$ cat config.mk
export PLATFORM = sky130hd
export DESIGN_NAME = pixie_video_dma_engine
export DESIGN_NICKNAME = d
export VERILOG_FILES = /design/src/rtl/pixie_pkg.sv /design/src/rtl/pixie_raster_timer.sv /design/src/rtl/pixie_video_dma_engine.sv
export SDC_FILE = /design/constraint.sdc
export NUM_CORES = 1
export LEC_CHECK = 0
export ABC_AREA = 1
export BUFFER_PORTS_ARGS = -buffer_cell sky130_fd_sc_hd__buf_2
export CAP_MARGIN = 20
export CORE_MARGIN = 2
export CORE_UTILIZATION = 51
export DETAILED_ROUTE_END_ITERATION = 12
export GPL_TIMING_DRIVEN = 0
export PLACE_DENSITY_LB_ADDON = 0.3
export RECOVER_POWER = 25
export SLEW_MARGIN = 5
export SYNTH_ARGS = -nofsm -noshare
export SYNTH_HDL_FRONTEND = slang
export SYNTH_SLANG_ARGS = --single-unit
export TNS_END_PERCENT = 1
$ cat constraint.sdc
create_clock -name clk -period 1.6 [get_ports clk]
set_clock_uncertainty 0.1 [all_clocks]
set_input_delay 0.32 -clock clk [delete_from_list [all_inputs] [get_ports clk]]
set_output_delay 0.32 -clock clk [all_outputs]
set_load 0.02 [all_outputs]
$ cat src/rtl/pixie_pkg.sv
// Shared definitions for the Pixie display front end and back end:
// 1802 state codes, line-repeat encodings and default raster geometry.
package pixie_pkg;

    typedef enum logic [1:0] {
        SC_FETCH = 2'b00,
        SC_EXEC  = 2'b01,
        SC_DMA   = 2'b10,
        SC_INT   = 2'b11
    } sc_t;

    typedef enum logic [1:0] {
        REP_X1 = 2'b00,
        REP_X2 = 2'b01,
        REP_X4 = 2'b10,
        REP_X8 = 2'b11
    } rep_t;

    localparam int DEF_BYTES_PER_LINE  = 14;
    localparam int DEF_LINES_PER_FRAME = 262;
    localparam int DEF_ACTIVE_FIRST    = 80;
    localparam int DEF_ACTIVE_LINES    = 128;
    localparam int DEF_DMA_START       = 1;
    localparam int DEF_DMA_BYTES       = 8;
    localparam int DEF_EF_LEAD         = 4;
    localparam int DEF_INT_LEAD        = 2;
    localparam int DEF_ADDR_W          = 10;

    // Last value of the per-row repeat counter (N-1 for N = 1 << cfg).
    function automatic logic [2:0] rep_last(input rep_t cfg);
        logic [2:0] last;
        case (cfg)
            REP_X1:  last = 3'd0;
            REP_X2:  last = 3'd1;
            REP_X4:  last = 3'd3;
            REP_X8:  last = 3'd7;
            default: last = 3'd0;
        endcase
        return last;
    endfunction

endpackage

$ cat src/rtl/pixie_raster_timer.sv
// Raster timing: horizontal/vertical counters plus per-line flags.
// Line flags are loaded at the end of the previous line from the next
// v_cnt value, so each flag covers exactly the line it describes.
module pixie_raster_timer
    import pixie_pkg::*;
#(
    parameter int BYTES_PER_LINE  = DEF_BYTES_PER_LINE,
    parameter int LINES_PER_FRAME = DEF_LINES_PER_FRAME,
    parameter int ACTIVE_FIRST    = DEF_ACTIVE_FIRST,
    parameter int ACTIVE_LINES    = DEF_ACTIVE_LINES,
    parameter int EF_LEAD         = DEF_EF_LEAD,
    parameter int INT_LEAD        = DEF_INT_LEAD,
    parameter int H_W             = $clog2(BYTES_PER_LINE),
    parameter int V_W             = $clog2(LINES_PER_FRAME)
) (
    input  logic           clk,
    input  logic           reset,
    input  logic           clk_enable,
    input  logic           enabled,
    output logic [H_W-1:0] h_cnt,
    output logic           h_end,
    output logic           v_end,
    output logic           efx,
    output logic           int_pixie,
    output logic           v_active
);

    localparam int ACTIVE_END = ACTIVE_FIRST + ACTIVE_LINES;
    localparam logic [H_W-1:0] H_LAST = H_W'(BYTES_PER_LINE - 1);
    localparam logic [V_W-1:0] V_LAST = V_W'(LINES_PER_FRAME - 1);
    localparam logic [V_W-1:0] V_EF0  = V_W'(ACTIVE_FIRST - EF_LEAD);
    localparam logic [V_W-1:0] V_INT0 = V_W'(ACTIVE_FIRST - INT_LEAD);
    localparam logic [V_W-1:0] V_ACT0 = V_W'(ACTIVE_FIRST);
    localparam logic [V_W-1:0] V_EF1  = V_W'(ACTIVE_END - EF_LEAD);
    localparam logic [V_W-1:0] V_ACT1 = V_W'(ACTIVE_END);

    logic [V_W-1:0] v_cnt;
    logic [V_W-1:0] v_next;
    logic           efx_next;
    logic           int_next;
    logic           act_next;

    assign h_end = (h_cnt == H_LAST);
    assign v_end = (v_cnt == V_LAST);

    // Next line number and the flags that line will carry.
    always_comb begin
        v_next   = v_end ? '0 : v_cnt + V_W'(1);
        efx_next = ((v_next >= V_EF0) && (v_next < V_ACT0)) ||
                   ((v_next >= V_EF1) && (v_next < V_ACT1));
        int_next = enabled && (v_next >= V_INT0) && (v_next < V_ACT0);
        act_next = enabled && (v_next >= V_ACT0) && (v_next < V_ACT1);
    end

    // Counters advance per machine cycle; line flags load at line end.
    always_ff @(posedge clk) begin
        if (reset) begin
            h_cnt     <= '0;
            v_cnt     <= '0;
            efx       <= 1'b0;
            int_pixie <= 1'b0;
            v_active  <= 1'b0;
        end else if (clk_enable) begin
            h_cnt <= h_end ? '0 : h_cnt + H_W'(1);
            if (h_end) begin
                v_cnt     <= v_next;
                efx       <= efx_next;
                int_pixie <= int_next;
                v_active  <= act_next;
            end
        end
    end

endmodule

$ cat src/rtl/pixie_video_dma_engine.sv
// Pixie video DMA engine: raster timing, per-line DMA requests, the
// frame-buffer write stream with line repeat, and sticky DMA error flags.
module pixie_video_dma_engine
    import pixie_pkg::*;
#(
    parameter int BYTES_PER_LINE  = DEF_BYTES_PER_LINE,
    parameter int LINES_PER_FRAME = DEF_LINES_PER_FRAME,
    parameter int ACTIVE_FIRST    = DEF_ACTIVE_FIRST,
    parameter int ACTIVE_LINES    = DEF_ACTIVE_LINES,
    parameter int DMA_START       = DEF_DMA_START,
    parameter int DMA_BYTES       = DEF_DMA_BYTES,
    parameter int EF_LEAD         = DEF_EF_LEAD,
    parameter int INT_LEAD        = DEF_INT_LEAD,
    parameter int ADDR_W          = DEF_ADDR_W
) (
    input  logic              clk,
    input  logic              reset,
    input  logic              clk_enable,
    input  logic [1:0]        sc,
    input  logic              disp_on,
    input  logic              disp_off,
    input  logic [1:0]        line_rep,
    input  logic [7:0]        data,
    output logic              dmao,
    output logic              int_pixie,
    output logic              efx,
    output logic [ADDR_W-1:0] mem_addr,
    output logic [7:0]        mem_data,
    output logic              mem_wr_en,
    output logic              frame_start,
    output logic              dma_underrun,
    output logic              dma_overrun
);

    localparam int H_W = $clog2(BYTES_PER_LINE);
    localparam int V_W = $clog2(LINES_PER_FRAME);
    localparam int B_W = $clog2(DMA_BYTES + 1);
    localparam logic [H_W-1:0]    H_LO  = H_W'(DMA_START);
    localparam logic [H_W-1:0]    H_HI  = H_W'(DMA_START + DMA_BYTES);
    localparam logic [B_W-1:0]    QUOTA = B_W'(DMA_BYTES);
    localparam logic [ADDR_W-1:0] STEP  = ADDR_W'(DMA_BYTES);

    logic              enabled;
    logic [H_W-1:0]    h_cnt;
    logic              h_end;
    logic              v_end;
    logic              v_active;
    logic [B_W-1:0]    byte_cnt;
    logic [ADDR_W-1:0] addr_cnt;
    logic [ADDR_W-1:0] line_base;
    logic [ADDR_W-1:0] next_base;
    logic [2:0]        rep_cnt;
    rep_t              rep_cfg;
    logic              quota_open;
    logic              in_slot;
    logic              xfer;
    logic              wrap;
    logic              line_done;
    logic              disable_now;

    pixie_raster_timer #(
        .BYTES_PER_LINE  (BYTES_PER_LINE),
        .LINES_PER_FRAME (LINES_PER_FRAME),
        .ACTIVE_FIRST    (ACTIVE_FIRST),
        .ACTIVE_LINES    (ACTIVE_LINES),
        .EF_LEAD         (EF_LEAD),
        .INT_LEAD        (INT_LEAD),
        .H_W             (H_W),
        .V_W             (V_W)
    ) u_raster (
        .clk        (clk),
        .reset      (reset),
        .clk_enable (clk_enable),
        .enabled    (enabled),
        .h_cnt      (h_cnt),
        .h_end      (h_end),
        .v_end      (v_end),
        .efx        (efx),
        .int_pixie  (int_pixie),
        .v_active   (v_active)
    );

    assign quota_open  = (byte_cnt < QUOTA);
    assign in_slot     = (h_cnt >= H_LO) && (h_cnt < H_HI);
    assign xfer        = clk_enable && enabled && v_active && (sc == SC_DMA) && quota_open;
    assign wrap        = clk_enable && h_end && v_end;
    assign line_done   = clk_enable && h_end;
    assign disable_now = clk_enable && disp_off && !disp_on;
    assign next_base   = line_base + STEP;

    // Request and write strobes are combinational so the CPU sees dmao
    // drop in the very cycle the quota is met or the display is disabled.
    assign dmao        = enabled && v_active && in_slot && quota_open;
    assign mem_wr_en   = xfer;
    assign mem_addr    = addr_cnt;
    assign mem_data    = data;
    assign frame_start = wrap;

    // Display enable: disp_on takes priority over disp_off.
    always_ff @(posedge clk) begin
        if (reset) begin
            enabled <= 1'b0;
        end else if (clk_enable) begin
            if (disp_on) begin
                enabled <= 1'b1;
            end else if (disp_off) begin
                enabled <= 1'b0;
            end
        end
    end

    // Sticky DMA error flags; a disable clears them and wins over a set.
    always_ff @(posedge clk) begin
        if (reset || disable_now) begin
            dma_underrun <= 1'b0;
            dma_overrun  <= 1'b0;
        end else begin
            if (clk_enable && (sc == SC_DMA) && !xfer) begin
                dma_overrun <= 1'b1;
            end
            if (line_done && enabled && v_active && quota_open) begin
                dma_underrun <= 1'b1;
            end
        end
    end

    // Address, byte count and row-repeat bookkeeping. Line-end updates
    // override a transfer in the same cycle (the write itself still uses
    // the current addr_cnt).
    always_ff @(posedge clk) begin
        if (reset) begin
            rep_cfg   <= REP_X1;
            line_base <= '0;
            rep_cnt   <= 3'd0;
            addr_cnt  <= '0;
            byte_cnt  <= '0;
        end else if (wrap) begin
            rep_cfg   <= rep_t'(line_rep);
            line_base <= '0;
            rep_cnt   <= 3'd0;
            addr_cnt  <= '0;
            byte_cnt  <= '0;
        end else if (line_done) begin
            byte_cnt <= '0;
            if (v_active) begin
                if (rep_cnt == rep_last(rep_cfg)) begin
                    line_base <= next_base;
                    addr_cnt  <= next_base;
                    rep_cnt   <= 3'd0;
                end else begin
                    addr_cnt <= line_base;
                    rep_cnt  <= rep_cnt + 3'd1;
                end
            end
        end else if (xfer) begin
            addr_cnt <= addr_cnt + ADDR_W'(1);
            byte_cnt <= byte_cnt + B_W'(1);
        end
    end

endmodule

* After elaboration in Yosys (flattened, before gate mapping)
Cells that the tools add are included. Widths: inputs -> output; s select.
Word-level totals: bits in registers 48, latch bits 0, RAM bits 0, memory bits (read-only) 0, bits of input ports 17, output and inout port bits 25, word-level logic and storage cells 86, memories 0
Operators by class: $add $sub $neg 6, multiply operators 0, divide/modulo/power cells 0, $lt $le $gt $ge 9, equal/unequal tests 8, shift-type cells 0, muxes and demuxes 14, bitwise gates (word level) 0, reduce and logical (&&, ||, !) cells 36
Operators with widths (count):
- $mux 10 | 4
- $ge 9x7->1 const B | 3
- $logic_and 1x1->1 | 23
- $mux 3 | 5
- $pmux 3 s4 | 1
- $add 10x1->10 const B | 1
- $add 10x4->10 const B | 1
- $add 9x1->9 const B | 1
- $eq 9x9->1 const B | 1
- $ge 9x8->1 const B | 1
- $lt 9x7->1 const B | 1
- $lt 9x8->1 const B | 1
- $mux 9 | 1
- $add 4x1->4 const B | 2
- $lt 4x4->1 const B | 2
- $reduce_and 2->1 | 4
- $eq 2x2->1 const B | 3
- $eq 4x4->1 const B | 1
- $ge 4x1->1 const B | 1
- $mux 4 | 1
- $reduce_bool 2->1 | 2
- $add 3x1->3 const B | 1
- $eq 3x3->1 | 1
- $reduce_or 3->1 | 1
- 7 further kinds | 10

* Longest topological paths before layout
Gate-level depths: netlist of run 1.
depth after elaboration 10, mapped depth 12

* Cells and area by module
From an unflattened synthesis of run 1, not the netlist that was laid out.
Second synthesis, totals: cell total of the unflattened synthesis 392, area, all modules 2687.6 sq um
By module, submodules not included:
- pixie_video_dma_engine | instances 1, cells each 251, area an instance 1740.4 sq um, sequential area each 580.6 sq um
- pixie_raster_timer | instances 1, cells each 141, area an instance 947.2 sq um, sequential area each 320.3 sq um

* Worst setup path after synthesis of run 1
No wires, ideal clock.
path kind register to register, start point register u_raster.v_cnt[0], end point register line_base[9], setup time 0.116 ns, arrival 1.416 ns, data required time 1.384 ns, path slack -0.032 ns, cell stages (with the launch flop) 10, path buffers 1, period minus slack after synthesis 1.632 ns, path through dfxtp_1 > ha_1 > nand2_1 > nor3_1 > nand2_2 > nor2_4 > nor2_2 > clkbuf_2 > o211ai_1 > inv_1
On the way: word-level cells in the longest chain between the ends 3
Ends and longest elaborated chain:
- start: declaration | RTL line pixie_raster_timer.sv:37 | logic [V_W-1:0] v_cnt;
- start signal: assignment | RTL line pixie_raster_timer.sv:66 | v_cnt <= v_next;
- $eq 9x9->1 | RTL line pixie_raster_timer.sv:44 | assign v_end = (v_cnt == V_LAST);
- $logic_and 1x1->1 | RTL line pixie_video_dma_engine.sv:86 | assign wrap = clk_enable && h_end && v_end;
- net frame_start | RTL line pixie_video_dma_engine.sv:30 | output logic frame_start,
- $reduce_or 2->1 (no line)
- end signal: assignment | RTL line pixie_video_dma_engine.sv:147 | line_base <= next_base;
- end: declaration | RTL line pixie_video_dma_engine.sv:50 | logic [ADDR_W-1:0] line_base;
The timed path passes the listed nets, and every way through them passes these cells. A chain may end at the register's enable or synchronous reset.

* Worst setup path after layout of run 1
start point register u_raster.v_cnt[1], end point output port frame_start
On the way: word-level cells in the longest chain between the ends 2
Ends and longest elaborated chain (RTL line):
- $eq 9x9->1 | pixie_raster_timer.sv:44
- $logic_and 1x1->1 | pixie_video_dma_engine.sv:86
- end: declaration | pixie_video_dma_engine.sv:30
No other way between the ends.

==> reports/qor.txt, run 1 <==
Status: finished with violations
Failing checks: negative setup slack
Clock root buffer: clkbuf_8
Yosys cell types: 33
Synth Area in Adders: 0.02849
Vias in the first global route: 2,225
Worst-path clk slew: 0.08 ns
Reg power frac: 0.592
Cell Pwr Density: 630.5 mW/mm^2
Antenna Nets Post-Route: 0
CTS H-tree depth: 2
Util after Layout: 0.6015
Internal power: 1.459 mW
Maximum VDD drop: 463.6 uV
Multi-input gate area: 0.001425 sq mm
Most frequent cells in the layout: nand2_1, inv_1, dfxtp_1
FF-to-FF path depth: 11
Peak Freq: 0.5482 GHz
First drt pass iteration count: 5
Reg2reg end: line_base[9]$_SDFFE_PP0P_
Initial antenna violation count: 0
Hold Path Class: input port to register
Max transition margin: 0.5955
Crit Path Class: register to output port
Non-filler cells, final: 512
Vias post-DR: 2,591
CTS Buf Count: 5
Main synth FF type: dfxtp_1
First-pass GRT wire length: 9687 um
Yosys Warn Count: 0
CTS Sinks: 45
Total GRT Usage: 0.2167
Main combinational cell family by area after synthesis: simple AND/OR/NAND/NOR gates
Max-slew violation count: 0
Post-Synth Simple-Gate Area: 0.3305
Final setup fails: 21
Initial Util: 0.5226
# nets final: 466
Dpl cells: 503
Layout cells sized above 1: 0.1719
Largest fanout on the critical path: 3
Final Total Pwr: 1.912 mW
Syn nets: 424
P&R area growth vs syn: 15.10%
Xor/xnor share of the synthesized area: 0.02991
Post-Synthesis Cell Area: 0.002635 sq mm
Drt via density: 5.061
Max clock buf depth: 2
Setup ws final: -0.2241 ns
R2R Setup Slk: -0.11 ns
Seq/Total Area, Yosys: 0.3419
WHS: 0.1654 ns
Row Count: 26
Post-synth EDFFs: 0
Post-synthesis compound-gate area fraction: 0.1363
Hold path depth: 3
Setup TNS: -1.818 ns
MaxCap Viol Count: 0
RSZ-0062 raised after global routing: yes
DR DRC count: 0
Cells after Synth: 401
Hold Startpoint: line_rep[0]
Clock power share: 0.349
Yosys reg bits: 45
Core footprint: 0.005042 sq mm
Hold buffers post-CTS: 0
Final WL: 5901 um
Arr. time, crit path: 1.40 ns
Avg WL per Cell: 11.53 um
Switching Share: 0.2372
Die area: 0.005758 sq mm
DIE WIDTH: 75.88 um
Fin. Hold Viols: 0
IO Port Bufs: 32
Largest net degree at the start of global routing: 13
Avg Inst Size Synth: 6.571 sq um
Routability cong.: 0.8829
Slew @ Worst Pin: 0.6067 ns
CP Capture Type: output port
Commonest non-fill, non-tap cell in the layout: nand2_1
Initial DRC count: 133
Flip-flop and latch area: 907.1 sq um
Mux contribution to synthesized area: 0
DP HPWL: 4345 um
Share of total power in combinational logic: 0.059
Worst Hold End: rep_cfg[0]$_SDFFE_PP0P_
CTS tree: built
Die height: 75.88 um
Critical Path Source Type: register
Worst-Skew Late Latency: 0.30 ns
Number of diodes: 0
Sw Pwr: 0.4536 mW
# IOs: 42
Gr ovfl total: 0
Worst r2r src: u_raster.v_cnt[1]$_SDFFE_PP0P_
Leakage: 1.429 nW
Asr flop ratio synth: 0
Fin crit period: 1.824 ns
Fillers: 483
Tcrit/Tclk final: 1.140
Worst path required time: 1.18 ns
cells in the mapped netlist, types with 2 or more instances:
cell,n,share of area
a211oi_1,2,0.0057
a21oi_1,29,0.055
buf_2,2,0.0038
buf_4,8,0.023
buf_6,2,0.0085
dfxtp_1,45,0.34
ha_1,6,0.028
inv_1,62,0.088
inv_2,2,0.0029
nand2_1,110,0.16
nand2_2,3,0.0071
nand2_4,2,0.0085
nand3_1,29,0.055
nand4_1,8,0.019
nor2_1,25,0.036
nor2_2,3,0.0071
nor2_4,3,0.013
nor3_1,4,0.0076
nor3b_1,2,0.0057
o21ai_0,28,0.053
o21ai_1,5,0.0095
o22ai_1,3,0.0071
xnor2_1,2,0.0066
xor2_1,7,0.023
power groups by stage:
| stage | logic [mW] | registers [mW] | clock network (mW) |
|---|---|---|---|
| finish | 0.113 | 1.13 | 0.667 |
| global route | 0.123 | 1.13 | 0.721 |
| CTS | 0.115 | 1.13 | 0.678 |
| detailed placement | 0.111 | 1.16 | 0 |
| global placement | 0.108 | 1.16 | 0 |
| floorplan | 0.0747 | 1.16 | 0 |
worst max-delay path, cell delays in order, from the launching register on:
cell	delay, ns
dfxtp_2	0.33
inv_1	0.07
ha_1	0.15
nand2_1	0.06
nor3_2	0.13
nand2_2	0.10
nor2_4	0.13
buf_6	0.13
flip-flops by register name, indices dropped and copies added, names as in the netlist:
name and count:
mem_addr 10, u_raster.v_cnt 9, line_base 7, byte_cnt 4, u_raster.h_cnt 4, rep_cnt 3, rep_cfg 2, dma_overrun 1
dma_underrun 1, enabled 1, u_raster.efx 1, u_raster.int_pixie 1, u_raster.v_active 1
worst max path at each step:
| stage | from | to |
|---|---|---|
| 6_report | u_raster.v_cnt[1]$_SDFFE_PP0P_ | frame_start |
| 5_1_grt | u_raster.v_cnt[1]$_SDFFE_PP0P_ | frame_start |
| 4_1_cts | u_raster.v_cnt[1]$_SDFFE_PP0P_ | frame_start |
| 3_5_place_dp | u_raster.v_cnt[0]$_SDFFE_PP0P_ | line_base[9]$_SDFFE_PP0P_ |
| 3_3_place_gp | u_raster.v_cnt[0]$_SDFFE_PP0P_ | u_raster.v_cnt[8]$_SDFFE_PP0P_ |
| 2_1_floorplan | mem_addr[0]$_SDFFE_PP0P_ | mem_addr[8]$_SDFFE_PP0P_ |
layout make-up:
class	instances	share of cell area
Sequential cell	45	0.2991
Buffer	14	0.03672
Inverter	65	0.08210
Timing Repair Buffer	35	0.05899
Tap cell	70	0.02888
Clock inverter	1	0.001650
Clock buffer	5	0.02269
Multi-Input combinational cell	277	0.4699
through the flow:
step           setup slack [ns]  instance area [sq um]
2_1_floorplan          -0.02794                   2651
3_3_place_gp            -0.1363                   2899
3_5_place_dp            -0.1561                   2899
4_1_cts                 -0.2373                   3024
5_1_grt                 -0.3004                   3033
6_report                -0.2241                   3033
kinds of logic after synthesis:
kind of cell               Yosys count
AOI/OAI and AO/OA                   69
xor gates and xnor gates             9
adders and majority gates            6
buffers and inverters               79
DFF                                 45
and+or+nand+nor                    193
per-layer routing:
metal  up-vias  wire length [um]  GRT usage
li1       1355                 -          -
met1      1171              2641     0.2809
met2        55              2882     0.3602
met3        10               264    0.03968
met4         0               112    0.07602
met5         -                 0          0
what timing repair did:
item / 4_1_cts / 5_1_grt
resized for setup: 11 / 8
buffers inserted: 3 / 0
setup endpoints to repair: 28 / 31
hold endpoints to repair: 0 / 0
pin swaps: 4 / 0
Power figures use the tool's default switching activity.
==> inputs of run 2 (changes only) <==
Settings changed: CORE_ASPECT_RATIO from default to 1.1.
==> run 2 against run 1 <==
Power up 8.8%. Critical path type unchanged. Final area up 0.12%. Combinational power about the same. The flow still finishes with violations (negative setup slack).
==> reports/qor.txt, run 2 (same netlist as run 1, synthesis figures left out) <==
Worst-Skew Late Latency: 0.30 ns (about the same)
Critical Path Source Type: register
Routability cong.: 0.8739 (-1.0%)
DR DRC count: 0 (unchanged)
Flip-flop and latch area: 917.1 sq um (+1.1%)
Crit Path Class: register to output port
DP HPWL: 4377 um (+0.72%)
Core footprint: 0.005000 sq mm (-0.84%)
P&R area growth vs syn: 15.24%
First drt pass iteration count: 4 (-1)
Max clock buf depth: 2 (unchanged)
Max transition margin: 0.6309 (+0.03541)
Vias in the first global route: 2,378 (+6.9%)
Hold Path Class: input port to register
Worst Hold End: rep_cfg[0]$_SDFFE_PP0P_
DIE WIDTH: 72.54 um (-4.4%)
Initial Util: 0.5270 (+0.004446)
Row Count: 27 (+3.8%)
Arr. time, crit path: 1.42 ns (+0.02 ns)
Status: finished with violations
Worst path required time: 1.18 ns (about the same)
Drt via density: 5.234 (+3.4%)
Leakage: 1.436 nW (+0.48%)
Largest net degree at the start of global routing: 14 (+1)
Largest fanout on the critical path: 4 (+1)
Failing checks: negative setup slack
Antenna Nets Post-Route: 0 (unchanged)
CTS H-tree depth: 2 (unchanged)
Setup TNS: -0.5043 ns (+1.314 ns)
Avg WL per Cell: 11.68 um (+1.3%)
Tcrit/Tclk final: 1.152 (+0.01179)
WHS: 0.1679 ns (+0.002579 ns)
# nets final: 464 (-0.43%)
R2R Setup Slk: -0.07 ns (+0.04 ns)
Hold Startpoint: line_rep[0]
Total GRT Usage: 0.2142 (-0.002512)
# IOs: 42 (unchanged)
CTS Sinks: 45 (unchanged)
Vias post-DR: 2,612 (+0.81%)
Cell Pwr Density: 685.1 mW/mm^2 (+8.7%)
Fillers: 505 (+4.6%)
CTS Buf Count: 5 (unchanged)
Util after Layout: 0.6074 (+0.005868)
Fin. Hold Viols: 0 (unchanged)
Hold buffers post-CTS: 0 (unchanged)
Commonest non-fill, non-tap cell in the layout: nand2_1
MaxCap Viol Count: 0 (unchanged)
Final WL: 5827 um (-1.3%)
Max FFs per register: 10 (unchanged)
Clock root buffer: clkbuf_8
FF-to-FF path depth: 8 (-3)
Most frequent cells in the layout: nand2_1, inv_1, dfxtp_1
First-pass GRT wire length: 9867 um (+1.9%)
Setup ws final: -0.2430 ns (-0.01887 ns)
Gr ovfl total: 0 (unchanged)
Reg2reg end: u_raster.v_active$_SDFFE_PP0P_
Number of diodes: 0 (unchanged)
Fin crit period: 1.843 ns (+0.01887 ns)
Peak Freq: 0.5426 GHz (-1.0%)
IO Port Bufs: 32 (unchanged)
Die area: 0.005758 sq mm (about the same)
Place WS: -0.1417 ns (+0.01437 ns)
Final setup fails: 11 (-48%)
Initial antenna violation count: 0 (unchanged)
Maximum VDD drop: 552.7 uV (+19%)
Slew @ Worst Pin: 0.5536 ns (-0.05311 ns)
Worst-path clk slew: 0.08 ns (about the same)
Layout cells sized above 1: 0.1791 (+0.007193)
CP Capture Type: output port
Die height: 79.39 um (+4.6%)
Hold path depth: 3 (unchanged)
Multi-input gate area: 0.001419 sq mm (-0.44%)
RSZ-0062 raised after global routing: yes
CTS tree: built
Max-slew violation count: 0 (unchanged)
Worst r2r src: u_raster.v_cnt[0]$_SDFFE_PP0P_
Initial DRC count: 166 (+25%)
[run 2: changes by cell type in the layout (fill, tap and decap cells not counted)]
cell / delta
dfxtp_1: -6
nand2_1: +1
o21ai_1: +1
buf_4: -2
nand2_2: -1
o21ai_0: -1
dfxtp_2: +5
dfxtp_4: +1
a21oi_1: +1
bufinv_16: +1
a21oi_2: -1
[run 2: worst max-delay path by stage]
stage | slack [ns] | depth (start not counted) | from | endpoint
finish | -0.24 | 7 | u_raster.v_cnt[1]$_SDFFE_PP0P_ | frame_start
global route | -0.33 | 7 | u_raster.v_cnt[1]$_SDFFE_PP0P_ | frame_start
CTS | -0.25 | 7 | u_raster.v_cnt[1]$_SDFFE_PP0P_ | frame_start
detailed placement | -0.14 | 9 | u_raster.v_cnt[0]$_SDFFE_PP0P_ | line_base[9]$_SDFFE_PP0P_
global placement | -0.13 | 9 | u_raster.v_cnt[0]$_SDFFE_PP0P_ | line_base[9]$_SDFFE_PP0P_
floorplan | -0.03 | 8 | mem_addr[0]$_SDFFE_PP0P_ | mem_addr[8]$_SDFFE_PP0P_
[run 2: report_power, final]
group / internal (mW) / switching, mW / leakage [nW]
Combinational: 0.0437 / 0.0671 / 1.01
Sequential: 1.12 / 0.00588 / 0.369
Clock: 0.454 / 0.385 / 0.0540
[run 2: layer usage]
layer  up-vias  routed length [um]  track usage
li1       1352                   -            -
met1      1199                2557       0.2528
met2        53                2982       0.3764
met3         8                 203      0.04545
met4         0                  84      0.07963
met5         -                   0            0
[run 2: through the flow]
stage / power (mW) / area, sq um / std cells
2_1_floorplan: 1.233 / 2651 / 401
3_3_place_gp: 1.266 / 2884 / 491
3_5_place_dp: 1.268 / 2884 / 491
4_1_cts: 2.102 / 3028 / 499
5_1_grt: 2.151 / 3037 / 499
6_report: 2.080 / 3037 / 499
[run 2: final cells by class]
type                    count  area share
repair buffers             33     0.05398
multi-input cells         277      0.4672
clock buffers               5     0.02266
flip-flops and latches     45      0.3020
inverters                  65     0.08199
well taps                  58     0.02390
plain buffers              14     0.03667
clock inverters             2     0.01154
[run 2: critical path: stages (launching register included)]
cell and delay [ns]:
dfxtp_2 0.33, inv_1 0.07, ha_1 0.15, nand2_1 0.07, nor3_2 0.12, nand2_2 0.10
nor2_4 0.16, buf_6 0.14
[run 2: what timing repair did]
action	4_1_cts	5_1_grt
buffers inserted	1	0
endpoints found under the setup margin	27	32
pin swaps	2	1
resized for setup	13	13
==> inputs of run 3 (changes only) <==
Settings changed: ABC_AREA 1 to default.
==> run 3 against run 2 <==
The flow still finishes with violations (negative setup slack). Area after synthesis shrank 3.0%. Combinational power grew 5%. Global-route usage grew 0.78 points. Clock power shrank 16%. Critical path type is now register to register. Critical endpoint is now mem_addr[8]$_SDFFE_PP0P_. Largest cell class unchanged. Highest routed layer unchanged.
==> reports/qor.txt, run 3 <==
Failing checks: negative setup slack
Commonest non-fill, non-tap cell in the layout: nor2_1
Most frequent cell after synthesis: dfxtp_1
Non-filler cells, final: 416 (-17%)
R2R Setup Slk: -0.33 ns (-0.26 ns)
Tcrit/Tclk final: 1.208 (+0.05616)
Clock root buffer: clkbuf_8
Routability cong.: 0.8810 (+0.81%)
Die height: 78.25 um (-1.4%)
Top post-synthesis cells by area: dfxtp_1, nor2_1, xor2_1
Status: finished with violations
Seq/Total Area, Yosys: 0.3524 (+0.01054)
Main synth FF type: dfxtp_1
Critical Path Source Type: register
CTS Sinks: 45 (unchanged)
Post-synth top area cell: dfxtp_1
Asr flop ratio synth: 0 (unchanged)
Final Total Pwr: 1.955 mW (-6.0%)
Vias in the first global route: 2,185 (-8.1%)
Crit Path Class: register to register
Row Count: 27 (unchanged)
CTS tree: built
Vias post-DR: 2,337 (-11%)
Antenna Nets Post-Route: 0 (unchanged)
Cell Pwr Density: 627.9 mW/mm^2 (-8.3%)
Share of Yosys cell area claimed by the top area cell type: 0.3524 (+0.01054)
Max-slew violation count: 0 (unchanged)
Leakage: 1.189 nW (-17%)
Peak Freq: 0.5174 GHz (-4.6%)
Gr ovfl total: 0 (unchanged)
Fillers: 457 (-9.5%)
Critical path's slowest cell: or3_4
Number of diodes: 0 (unchanged)
Hold Path Class: input port to register
Drt via density: 5.618 (+7.3%)
Final instance area: 0.003113 sq mm (+2.5%)
Slew @ Worst Pin: 0.5081 ns (-0.04552 ns)
Dpl cells: 404 (-18%)
RSZ-0062 raised after global routing: yes
Most frequent cells in the layout: nor2_1, dfxtp_1, nand2_1
Total GRT Usage: 0.2219 (+0.007771)
Crit-path cells: or3_4, a21o_1, buf_6, a21oi_4, xnor2_2, o41a_1, a211oi_2
Avg Inst Size Synth: 8.141 sq um (+24%)
Largest delay contributor family on the critical path: compound AO/OA/AOI/OAI gates
Max FFs per register: 10 (unchanged)
Max transition margin: 0.6613 (+0.03034)
Layout cells sized above 1: 0.2849 (+0.1058)
Avg WL per Cell: 14.09 um (+21%)
Max clock buf depth: 2 (unchanged)
Maximum VDD drop: 472.9 uV (-14%)
CTS Buf Count: 5 (unchanged)
Worst setup startpoint: rep_cnt[1]$_SDFFE_PP0P_
Final WL: 5860 um (+0.57%)
Fin crit period: 1.933 ns (+0.08985 ns)
Yosys cell types: 55 (+67%)
Die area: 0.005595 sq mm (-2.8%)
DP HPWL: 4032 um (-7.9%)
Worst-Skew Late Latency: 0.30 ns (about the same)
Number of buffers and inverters on the critical path: 1 (-1)
Worst Hold End: rep_cfg[0]$_SDFFE_PP0P_
MaxCap Viol Count: 0 (unchanged)
Largest fanout on the critical path: 8 (+4)
Final setup fails: 33 (+22)
Hold buffers post-CTS: 0 (unchanged)
Post-Synthesis Cell Area: 0.002556 sq mm (-3.0%)
IO Port Bufs: 32 (unchanged)
Hold Startpoint: line_rep[0]
Core footprint: 0.004932 sq mm (-1.4%)
Post-synth EDFFs: 0 (unchanged)
First drt pass iteration count: 4 (unchanged)
Top cells by count, synth: dfxtp_1, nor2_1, nand2_1
Setup ws final: -0.3329 ns (-0.08985 ns)
Initial Util: 0.5183 (-0.008762)
Yosys Warn Count: 0 (unchanged)
# IOs: 42 (unchanged)
P&R area growth vs syn: 21.78%
Worst-path clk slew: 0.08 ns (about the same)
DIE WIDTH: 71.50 um (-1.4%)
Yosys reg bits: 45 (unchanged)
Reg2reg end: mem_addr[8]$_SDFFE_PP0P_
DR DRC count: 0 (unchanged)
Syn nets: 337 (-21%)
Area after DPL: 0.002829 sq mm (-1.9%)
Fin. Hold Viols: 0 (unchanged)
CP Capture Type: register
Initial antenna violation count: 0 (unchanged)
# nets final: 380 (-18%)
Arr. time, crit path: 2.07 ns (+0.65 ns)
Critical path's largest stage delay: 0.40 ns (+0.07 ns)
FF-to-FF path depth: 7 (-1)
Worst path required time: 1.73 ns (+0.55 ns)
First-pass GRT wire length: 9922 um (+0.56%)
Largest net degree at the start of global routing: 14 (unchanged)
CTS H-tree depth: 2 (unchanged)
Initial DRC count: 142 (-14%)
Cells after Synth: 314 (-22%)
Worst r2r src: rep_cnt[1]$_SDFFE_PP0P_
Hold path depth: 3 (unchanged)
-- run 3: changes by cell type after synthesis, sizes merged, moves of 5 or more --
cell	delta
nand2	-87
inv	-57
o21ai	-19
nand3	-18
nor2	+10
or3	+8
xnor2	+8
a21oi	-7
xor2	+7
and2	+6
buf	+6
clkbuf	+6
nor3	+6
mux2i	+5
-- run 3: area by class of cell --
| type | instances | area (sq um) | share of cell area |
|---|---|---|---|
| Buffer | 22 | 206.4 | 0.06632 |
| Clock buffer | 7 | 76.32 | 0.02452 |
| Clock inverter | 1 | 7.507 | 0.002412 |
| Inverter | 7 | 26.28 | 0.008441 |
| Multi-Input combinational cell | 236 | 1563 | 0.5020 |
| Sequential cell | 45 | 932.1 | 0.2994 |
| Tap cell | 58 | 72.57 | 0.02331 |
| Timing Repair Buffer | 40 | 229.0 | 0.07355 |
-- run 3: where the power goes --
group          internal (mW)  switching (mW)
Combinational         0.0505          0.0661
Sequential              1.12          0.0125
Clock                  0.309           0.395
-- run 3: worst max-delay path by stage --
stage	slack (ns)	end	cells past startpoint
final	-0.33	mem_addr[8]$_SDFFE_PP0P_	7
after global routing	-0.42	mem_addr[8]$_SDFFE_PP0P_	7
after CTS	-0.33	mem_addr[8]$_SDFFE_PP0P_	7
after detailed placement	-0.53	line_base[4]$_SDFFE_PP0P_	6
after global placement	-0.49	line_base[9]$_SDFFE_PP0P_	7
after floorplan	-0.25	mem_addr[1]$_SDFFE_PP0P_	10
-- run 3: cells by family after synthesis --
logic type,count (synthesis),synth area share
AO/OA/AOI/OAI,61,0.1596
multiplexers,6,0.02398
flip-flops,45,0.3524
adder cells (fa/ha/maj),6,0.02937
XOR/XNOR,24,0.08223
AND/OR/NAND/NOR,139,0.2780
buffers and inverters,33,0.07440
-- run 3: routing by layer --
layer | up-vias | global-route usage | routed length [um]
li1 | 1188 | - | -
met1 | 1097 | 0.2644 | 2596
met3 | 9 | 0.03979 | 207
met2 | 43 | 0.3917 | 2958
met4 | 0 | 0.08491 | 97
met5 | - | 0 | 0
-- run 3: repair_timing --
item	4_1_cts	5_1_grt
gates resized for setup	47	14
endpoints found under the setup margin	42	38
setup buffers	8	0
endpoints found under the hold margin	0	0
pin swaps	9	4
-- run 3: tightest hold or removal path, stage by stage --
cell,delay (ns)
buf_2,0.08
mux2i_1,0.05
nor2_1,0.08
-- run 3: metrics by stage --
step / TNS [ns] / util / worst slack [ns] / hold slack, ns
4_1_cts: -7.466 / 0.6240 / -0.3306 / 0.1610
5_1_grt: -10.05 / 0.6312 / -0.4169 / 0.1843
3_3_place_gp: -11.58 / 0.5736 / -0.4884 / 0.3353
2_1_floorplan: -5.140 / - / -0.2455 / 0.3660
3_5_place_dp: -12.36 / 0.5736 / -0.5306 / 0.3468
6_report: -7.120 / 0.6312 / -0.3329 / 0.1575
